**src/rtl/kyber_pkg.sv**
```systemverilog
// Shared Kyber constants and types for the sampler and NTT front-end blocks.
package kyber_pkg;

  localparam int KYBER_N   = 256;
  localparam int KYBER_Q   = 3329;
  localparam int KYBER_ETA = 2;

  // Each CBD sample consumes 2*eta bits of PRF output.
  localparam int NIB_W = 2 * KYBER_ETA;

  typedef logic signed [2:0] cbd_coef_t;

  typedef enum logic [1:0] {
    IDLE,
    FILL,
    DONE
  } cbd_state_t;

endpackage

```
**src/rtl/cbd2_sampler_if.sv**
```systemverilog
// Handshake bundle between the PRF source, the CBD sampler and the NTT.
interface cbd2_sampler_if
  import kyber_pkg::*;
#(
  parameter int N_COEF = KYBER_N,
  parameter int IN_W   = 32
) ();

  logic             start;
  logic [IN_W-1:0]  in_data;
  logic             in_valid;
  logic             in_ready;
  cbd_coef_t        poly_out [0:N_COEF-1];
  logic             poly_valid;
  logic             poly_ready;
  logic             busy;

  // Environment side: PRF source and NTT consumer.
  modport master (
    output start,
    output in_data,
    output in_valid,
    output poly_ready,
    input  in_ready,
    input  poly_out,
    input  poly_valid,
    input  busy
  );

  // Sampler side.
  modport slave (
    input  start,
    input  in_data,
    input  in_valid,
    input  poly_ready,
    output in_ready,
    output poly_out,
    output poly_valid,
    output busy
  );

endinterface

```
**src/rtl/cbd2_nibble.sv**
```systemverilog
// Centered binomial sample (eta=2) of one 4-bit nibble: popcount(n[1:0]) - popcount(n[3:2]).
module cbd2_nibble
  import kyber_pkg::*;
(
  input  logic [NIB_W-1:0] nib,
  output cbd_coef_t        coef
);

  logic [1:0] pos_cnt;
  logic [1:0] neg_cnt;

  assign pos_cnt = {1'b0, nib[0]} + {1'b0, nib[1]};
  assign neg_cnt = {1'b0, nib[2]} + {1'b0, nib[3]};

  // Modulo-8 subtraction yields the two's-complement code directly (-2..+2).
  assign coef = cbd_coef_t'({1'b0, pos_cnt} - {1'b0, neg_cnt});

endmodule

```
**src/rtl/cbd2_sampler.sv**
```systemverilog
// Kyber CBD(eta=2) sampler: turns 32 PRF words into one 256-coefficient
// polynomial and holds it in parallel for the NTT until it is accepted.
module cbd2_sampler
  import kyber_pkg::*;
#(
  parameter int N_COEF = KYBER_N,
  parameter int IN_W   = 32
) (
  input  logic          clk,
  input  logic          rst_n,
  cbd2_sampler_if.slave bus
);

  localparam int LANES  = IN_W / NIB_W;
  localparam int WORDS  = N_COEF * NIB_W / IN_W;
  localparam int CNT_W  = $clog2(WORDS);
  localparam int LANE_W = $clog2(LANES);
  localparam logic [CNT_W-1:0] LAST_WORD = CNT_W'(WORDS - 1);

  cbd_state_t       state;
  logic [CNT_W-1:0] word_cnt;
  cbd_coef_t        poly_buf  [0:N_COEF-1];
  cbd_coef_t        lane_coef [LANES];
  logic             accept;

  // One sampler lane per nibble of the input word.
  for (genvar g = 0; g < LANES; g++) begin : g_lane
    cbd2_nibble u_nibble (
      .nib  (bus.in_data[NIB_W*g +: NIB_W]),
      .coef (lane_coef[g])
    );
  end

  assign accept         = (state == FILL) && bus.in_valid;
  assign bus.in_ready   = (state == FILL);
  assign bus.poly_valid = (state == DONE);
  assign bus.busy       = (state != IDLE);
  assign bus.poly_out   = poly_buf;

  // Control FSM: IDLE waits for start, FILL counts accepted words, DONE holds for the NTT.
  // NOTE: state is updated with non-blocking assignments so every reader sees the pre-edge value.
  always_ff @(posedge clk) begin
    if (!rst_n) begin
      state    <= IDLE;
      word_cnt <= '0;
    end else begin
      unique case (state)
        IDLE: begin
          if (bus.start) begin
            state    <= FILL;
            word_cnt <= '0;
          end
        end
        FILL: begin
          if (accept) begin
            if (word_cnt == LAST_WORD) begin
              state    <= DONE;
              word_cnt <= '0;
            end else begin
              word_cnt <= word_cnt + 1'b1;
            end
          end
        end
        DONE: begin
          if (bus.poly_ready) state <= IDLE;
        end
        default: state <= IDLE;
      endcase
    end
  end

  // Coefficient buffer: each accepted word fills its own slice of LANES entries.
  // NOTE: this register array is deliberately reset so the NTT never sees stale data after a reset.
  always_ff @(posedge clk) begin
    if (!rst_n) begin
      for (int i = 0; i < N_COEF; i++) poly_buf[i] <= '0;
    end else if (accept) begin
      for (int l = 0; l < LANES; l++) poly_buf[{word_cnt, LANE_W'(l)}] <= lane_coef[l];
    end
  end

endmodule
```
**src/flat_wrapper.sv**
```systemverilog
// flat-port wrapper written by rule: the top's interface ports become plain ports
module cbd2_sampler_flat import kyber_pkg::*;
#(
  parameter int N_COEF = KYBER_N,
  parameter int IN_W   = 32
)
  (clk, rst_n, bus_start, bus_in_data, bus_in_valid, bus_poly_ready, bus_in_ready, bus_poly_out, bus_poly_valid, bus_busy);
  cbd2_sampler_if #(.N_COEF(N_COEF), .IN_W(IN_W)) bus_i ();
  input  logic clk;
  input  logic rst_n;
  input wire logic [$bits(bus_i.start)-1:0] bus_start;
  input wire logic [$bits(bus_i.in_data)-1:0] bus_in_data;
  input wire logic [$bits(bus_i.in_valid)-1:0] bus_in_valid;
  input wire logic [$bits(bus_i.poly_ready)-1:0] bus_poly_ready;
  output wire logic [$bits(bus_i.in_ready)-1:0] bus_in_ready;
  output wire logic [$bits(bus_i.poly_out)-1:0] bus_poly_out;
  output wire logic [$bits(bus_i.poly_valid)-1:0] bus_poly_valid;
  output wire logic [$bits(bus_i.busy)-1:0] bus_busy;
  assign bus_i.start = bus_start;
  assign bus_i.in_data = bus_in_data;
  assign bus_i.in_valid = bus_in_valid;
  assign bus_i.poly_ready = bus_poly_ready;
  assign bus_in_ready = bus_i.in_ready;
  assign bus_poly_out = {>>{bus_i.poly_out}};
  assign bus_poly_valid = bus_i.poly_valid;
  assign bus_busy = bus_i.busy;
  cbd2_sampler #(.N_COEF(N_COEF), .IN_W(IN_W)) u_core (.clk(clk), .rst_n(rst_n), .bus(bus_i));
endmodule
```
**config.mk**
```make
export PLATFORM = sky130hd
export DESIGN_NAME = cbd2_sampler_flat
export DESIGN_NICKNAME = d
export VERILOG_FILES = /design/src/rtl/kyber_pkg.sv /design/src/rtl/cbd2_sampler_if.sv /design/src/rtl/cbd2_nibble.sv /design/src/rtl/cbd2_sampler.sv /design/src/flat_wrapper.sv
export SDC_FILE = /design/constraint.sdc
export NUM_CORES = 1
export LEC_CHECK = 0
export CAP_MARGIN = 10
export CORE_AREA = 5 5 311 313
export CTS_CLUSTER_DIAMETER = 150
export DETAILED_ROUTE_END_ITERATION = 7
export DIE_AREA = 0 0 316 318
export PLACE_DENSITY = 0.64
export SLEW_MARGIN = 10
export SYNTH_ARGS = -nofsm -noshare
export SYNTH_HDL_FRONTEND = slang
export SYNTH_SLANG_ARGS = --single-unit
```
**constraint.sdc**
```tcl
create_clock -name clk -period 4.3 [get_ports clk]
set_clock_uncertainty 0.15 [all_clocks]
set_input_delay 0.43 -clock clk [delete_from_list [all_inputs] [get_ports clk]]
set_output_delay 0.43 -clock clk [all_outputs]
set_load 0.02 [all_outputs]
```
Word level (Yosys, flattened, before mapping)
Index checks and enable logic that the tools add are counted.
{"block": "classes", "n_mux": 33, "reduce_logical": 14, "n_eq_ne": 7, "bitwise_logic": 8, "add_sub_neg": 25, "n_div": 0, "order_cmp": 16, "mul": 0, "shift": 0}
{"operator": "768-bit bitwise mux", "count": 8}
{"operator": "3-bit demux with 8-bit select", "count": 8}
{"operator": "9-bit greater-or-equal comparator (second input constant)", "count": 8}
{"operator": "9-bit by 1-bit less-than comparator with 1-bit output (second input constant)", "count": 8}
{"operator": "8-bit NOT with 9-bit output", "count": 8}
{"operator": "1-bit by 1-bit adder with 2-bit output", "count": 16}
{"operator": "3-bit two-way mux", "count": 8}
{"operator": "2-bit by 2-bit subtractor with 3-bit output", "count": 8}
{"operator": "5-bit two-way mux", "count": 3}
{"operator": "5-bit case mux with 2 select lines", "count": 1}
{"operator": "1-bit logical AND", "count": 9}
{"operator": "2-bit two-way mux", "count": 4}
{"operator": "2-bit case mux with 3 select lines", "count": 1}
{"operator": "5-bit by 1-bit adder with 5-bit output (second input constant)", "count": 1}
{"operator": "5-bit equality test (second input constant)", "count": 1}
{"operator": "2-bit by 1-bit != test with 1-bit output (second input constant)", "count": 2}
{"operator": "2-bit != test (second input constant)", "count": 2}
{"operator": "4-bit AND reduction", "count": 1}
{"operator": "2-bit nonzero test", "count": 2}
{"operator": "3-bit AND reduction", "count": 1}
{"operator": "2-bit by 1-bit equality test with 1-bit output (second input constant)", "count": 1}
{"operator": "2-bit equality test (second input constant)", "count": 1}
{"operator": "2-bit logical NOT", "count": 1}
{"block": "word_totals", "out_inout_bits": 771, "word_cells": 361, "ramBits": 0, "rom_bits": 0, "latchBits": 0, "mem_count": 0, "input_bits": 37, "ff_bits": 775}

Longest topological paths before layout
{"block": "depth", "word_depth": 13, "ltp_mapped": 9, "mapped_depth_nobuf": 7}

Hierarchy
From an unflattened synthesis, not the netlist that was laid out.
{"block": "hier_totals", "hier_cells": 2721, "hier_area_um2": 29005.3}
{"mod": "cbd2_sampler", "seq_area_each_um2": 15514.9, "n_inst": 1, "area_per_inst_um2": 28494.8, "cells_per_inst": 2657}
{"mod": "cbd2_nibble", "seq_area_each_um2": 0.0, "n_inst": 8, "area_per_inst_um2": 63.8, "cells_per_inst": 8}

Least setup slack after synthesis
Ideal clock, no wire load.
{"block": "synth_timing", "path_kind": "input to register", "startpoint": "in bus_in_data[30]", "endpoint": "reg u_core.poly_buf, in the netlist u_core.bus.poly_out[290]", "stages": 9, "slack_ps": 2031, "arrival_time_ps": 1987, "required_ps": 4018, "n_path_buf": 2, "path_cell_list": "inv_1 > fa_1 > ha_1 > inv_1 > ha_1 > nand2_1 > clkbuf_1 > clkbuf_1 > mux2i_1"}
{"block": "synth_via", "elab_chain_len": 3}
{"item": "start: declaration", "line": "flat_wrapper.sv:12", "text": "input wire logic [$bits(bus_i.in_data)-1:0] bus_in_data;"}
{"item": "1-bit by 1-bit adder with 2-bit output", "line": "cbd2_nibble.sv:13", "text": "assign neg_cnt = {1'b0, nib[2]} + {1'b0, nib[3]};"}
{"item": "2-bit by 2-bit subtractor with 3-bit output", "line": "cbd2_nibble.sv:16", "text": "assign coef = cbd_coef_t'({1'b0, pos_cnt} - {1'b0, neg_cnt});"}
{"item": "768-bit bitwise mux", "line": "cbd2_sampler.sv:78", "text": "for (int l = 0; l < LANES; l++) poly_buf[{word_cnt, LANE_W'(l)}] <= lane_coef[l];"}
{"item": "end: declaration", "line": "cbd2_sampler.sv:22", "text": "cbd_coef_t poly_buf [0:N_COEF-1];"}
No other way between the ends.
A chain may end at the register's enable or synchronous reset.

Worst setup path in the final report
{"block": "layout_timing", "startpoint": "reg u_core.state[0]", "endpoint": "out bus_in_ready"}
{"block": "layout_via", "elab_chain_len": 1}
{"item": "start: declaration", "line": "cbd2_sampler.sv:20", "text": "cbd_state_t state;"}
{"item": "start signal: assignment", "line": "cbd2_sampler.sv:44", "text": "state <= IDLE;"}
{"item": "start signal: assignment", "line": "cbd2_sampler.sv:50", "text": "state <= FILL;"}
{"item": "start signal: assignment", "line": "cbd2_sampler.sv:57", "text": "state <= DONE;"}
{"item": "2-bit by 1-bit equality test with 1-bit output", "line": "cbd2_sampler.sv:35", "text": "assign bus.in_ready = (state == FILL);"}
{"item": "end: declaration", "line": "flat_wrapper.sv:15", "text": "output wire logic [$bits(bus_i.in_ready)-1:0] bus_in_ready;"}
No other way between the ends.

==> flow_metrics.py <==
metrics = {
    "synthesis": {
        "async_flop_share": 0,
        "synth-warning-count": 0,
        "synth_area_sq_mm": 0.0289,
        "yosys.area.top_type_share": 0.537,
        "synth_top_flop_cell": "dfxtp_1",
        "synth_cells": 2719,
        "synth_top_cell_by_area": "dfxtp_1",
        "syn_avg_cell_area_sq_um": 10.6,
        "synth-seq-cells": 775,
        "synth.distinct_cells": 42,
        "synth-edff-count": 0,
        "synth_nets": 2786,
        "synth_area_leaders": "dfxtp_1, mux2i_1, nand2_1, clkbuf_1, buf_6",
        "seq_area_frac_synth": 0.537,
    },
    "floorplanning": {
        "dieArea_sq_mm": 0.100,
        "pin_count": 808,
        "coreArea_sq_mm": 0.0940,
        "start_util": 0.307,
        "die_h_um": 318,
        "die_x_um": 316,
        "row_count": 113,
    },
    "clock_network": {
        "cts.root.buffer_cell": "clkbuf_16",
        "cts_tree": "built",
        "numCtsBuffers": 87,
        "htreeDepth": 3,
        "insertion_delay_ns": 0.65,
        "holdBufCountCts": 0,
        "cts_sinks": 775,
        "clk_path_buf_depth": 3,
        "cts-resized-gates": 0,
        "postCtsSetupBuffers": 0,
        "clkTransAtPathRegs_ns": 0.06,
    },
    "cells_and_area": {
        "area_growth_pct": 41.2,
        "final_nets": 3505,
        "drive_gt1_frac": 0.0753,
        "post-route-cell-area_sq_mm": 0.0408,
    },
    "drt": {
        "drc": 0,
        "firstDrtPassIters": 5,
        "vias": 21709,
        "totalWireLength_um": 111000,
        "ant_nets": 0,
        "drt-initial-drc-count": 1295,
        "viasPerCell": 4.55,
        "routedWlPerCell_um": 23.3,
    },
    "timing": {
        "fin_crit_sh": 0.701,
        "fin_tns_setup_ns": 0,
        "setup_viol": 0,
        "hold_viol_final": 0,
        "fmax_mhz": 332,
        "period_needed_ns": 3.01,
        "tightestPinTransition_ns": 1.13,
        "slew_viol_final": 0,
        "setup_slack_ns": 1.29,
        "relSlewSlack": 0.246,
        "rsz0062_at_grt": "no",
    },
    "global_route": {
        "grt_max_degree": 171,
        "gr-total-overflow": 0,
        "grt_pass1_vias": 21374,
        "grt_pass1_wl_um": 157000,
        "grt_usage": 0.211,
        "antenna_found_initial": 6,
    },
    "setup_path": {
        "arrival_ns": 2.43,
        "ff2ff_setup_slack_ns": 1.49,
        "critPathMaxFanout": 17,
        "max_stage_delay_ns": 0.82,
        "startpoint": "u_core.state[0]$_SDFFE_PN0P_",
        "end_kind": "output pin",
        "required_ns": 3.72,
        "worst_r2r_startpoint": "u_core.state[0]$_SDFFE_PN0P_",
        "path_cells": "nor2b_1 > clkdlybuf4s50_1",
        "start_kind": "flop",
        "crit_type": "reg -> out",
        "cp_slowest_cell": "dfxtp_1",
    },
    "place": {
        "hpwl_um": 76300,
        "gp_congestion": 0.798,
        "place_ws_ns": 0.961,
        "dpl-instance-area_sq_mm": 0.0379,
        "io_buffer_count": 807,
    },
    "min_path": {
        "min_from": "rst_n",
        "hp-class": "in -> reg",
    },
    "status": {
        "status": "finished, final reports clean",
    },
    "power": {
        "cellPowerDensity_mw_per_mm2": 384,
        "vdd_drop_max_mv": 0.299,
        "p_leak_nw": 16.7,
    },
    "run": {
        "cap_violations": 0,
    },
}
per-stage QoR:
step	utilization	instances	power, mW	hold slack, ns
after floorplan	-	2719	7.80	0.356
after global placement	0.403	4614	8.35	0.291
after detailed placement	0.403	4614	8.35	0.295
after CTS	0.434	4770	15.9	0.160
after global routing	0.434	4770	16.2	0.225
final	0.434	4774	15.7	0.229
layout by cell type, fill, tap and decap left out, types with 4 or more instances in the layout:
cell type / synthesis / routed
nand2_1: 785 / 769
clkinv_2: 0 / 12
buf_12: 1 / 16
buf_4: 19 / 43
bufinv_16: 0 / 4
clkinvlp_4: 0 / 4
mux2i_1: 769 / 769
nand2_2: 16 / 32
a211oi_1: 4 / 4
dfxtp_1: 775 / 775
ha_1: 22 / 22
clkbuf_8: 1 / 20
o21ai_0: 5 / 5
diode_2: 0 / 4
clkbuf_1: 157 / 22
nand4b_4: 4 / 4
inv_1: 37 / 37
nor2_4: 13 / 13
nand3_1: 4 / 4
clkdlybuf4s50_1: 0 / 806
fa_1: 8 / 8
and4b_1: 4 / 4
nand2b_2: 0 / 8
clkbuf_16: 0 / 89
worst paths after layout:
path | endpoint | depth (start not counted)
worst max register to register | u_core.bus.poly_out[556]$_SDFFE_PN0P_ | 3
worst min register to register | u_core.bus.poly_out[181]$_SDFFE_PN0P_ | 2
worst min-delay path | u_core.bus.poly_out[112]$_SDFFE_PN0P_ | 3
worst max-delay path | bus_in_ready | 2
flip-flops by register name, summed over array words and instances, names as in the netlist:
register and count:
u_core.word_cnt 5, u_core.bus.poly_out 768, u_core.state 2
metal layers:
metal,track usage,share of wire
met1,0.255,0.41
met2,0.365,0.49
met3,0.0585,0.072
met4,0.0666,0.029
met5,0,0.00012
cells in the mapped netlist, types with 2 or more instances:
cell,n
buf_4,19
nand4b_4,4
buf_1,4
nand3_1,4
a21oi_1,2
a211oi_1,4
nand2_2,16
buf_8,2
mux2i_1,769
ha_1,22
nand2_1,785
buf_6,46
fa_1,8
nand3b_4,2
nand2b_1,10
buf_2,6
o21ai_0,5
clkbuf_1,157
nor2_4,13
dfxtp_1,775
nor3b_2,3
nor2_8,3
nor2b_1,2
inv_1,37
and4b_1,4
cell families after synthesis:
| group | after synthesis | synth area share |
|---|---|---|
| and+or+nand+nor | 858 | 0.127 |
| DFF | 775 | 0.537 |
| muxes | 770 | 0.267 |
| buffers and inverters | 273 | 0.0518 |
| adders and majority gates | 30 | 0.0151 |
| AOI/OAI and AO/OA | 13 | 0.00281 |
power by group:
group          internal (mW)  switching [mW]
Combinational          0.234           0.728
Sequential              7.20          0.0146
Clock                   4.41            3.07
Total                   11.8            3.82
area by class of cell:
type	count	area (sq um)
Antenna cell	4	10.0
Clock buffer	131	2580
Clock inverter	25	298
Fill cell	9011	53200
Inverter	37	139
Multi-Input combinational cell	1671	11900
Sequential cell	775	15500
Tap cell	1265	1580
Timing Repair Buffer	866	8730
critical path: cells and delay by family (launching register included):
kind / cells / cell delay, ns
DFF: 1 / 0.82
and+or+nand+nor: 1 / 0.26
buffers and inverters: 1 / 0.71
(Power assumes the default switching activity.)
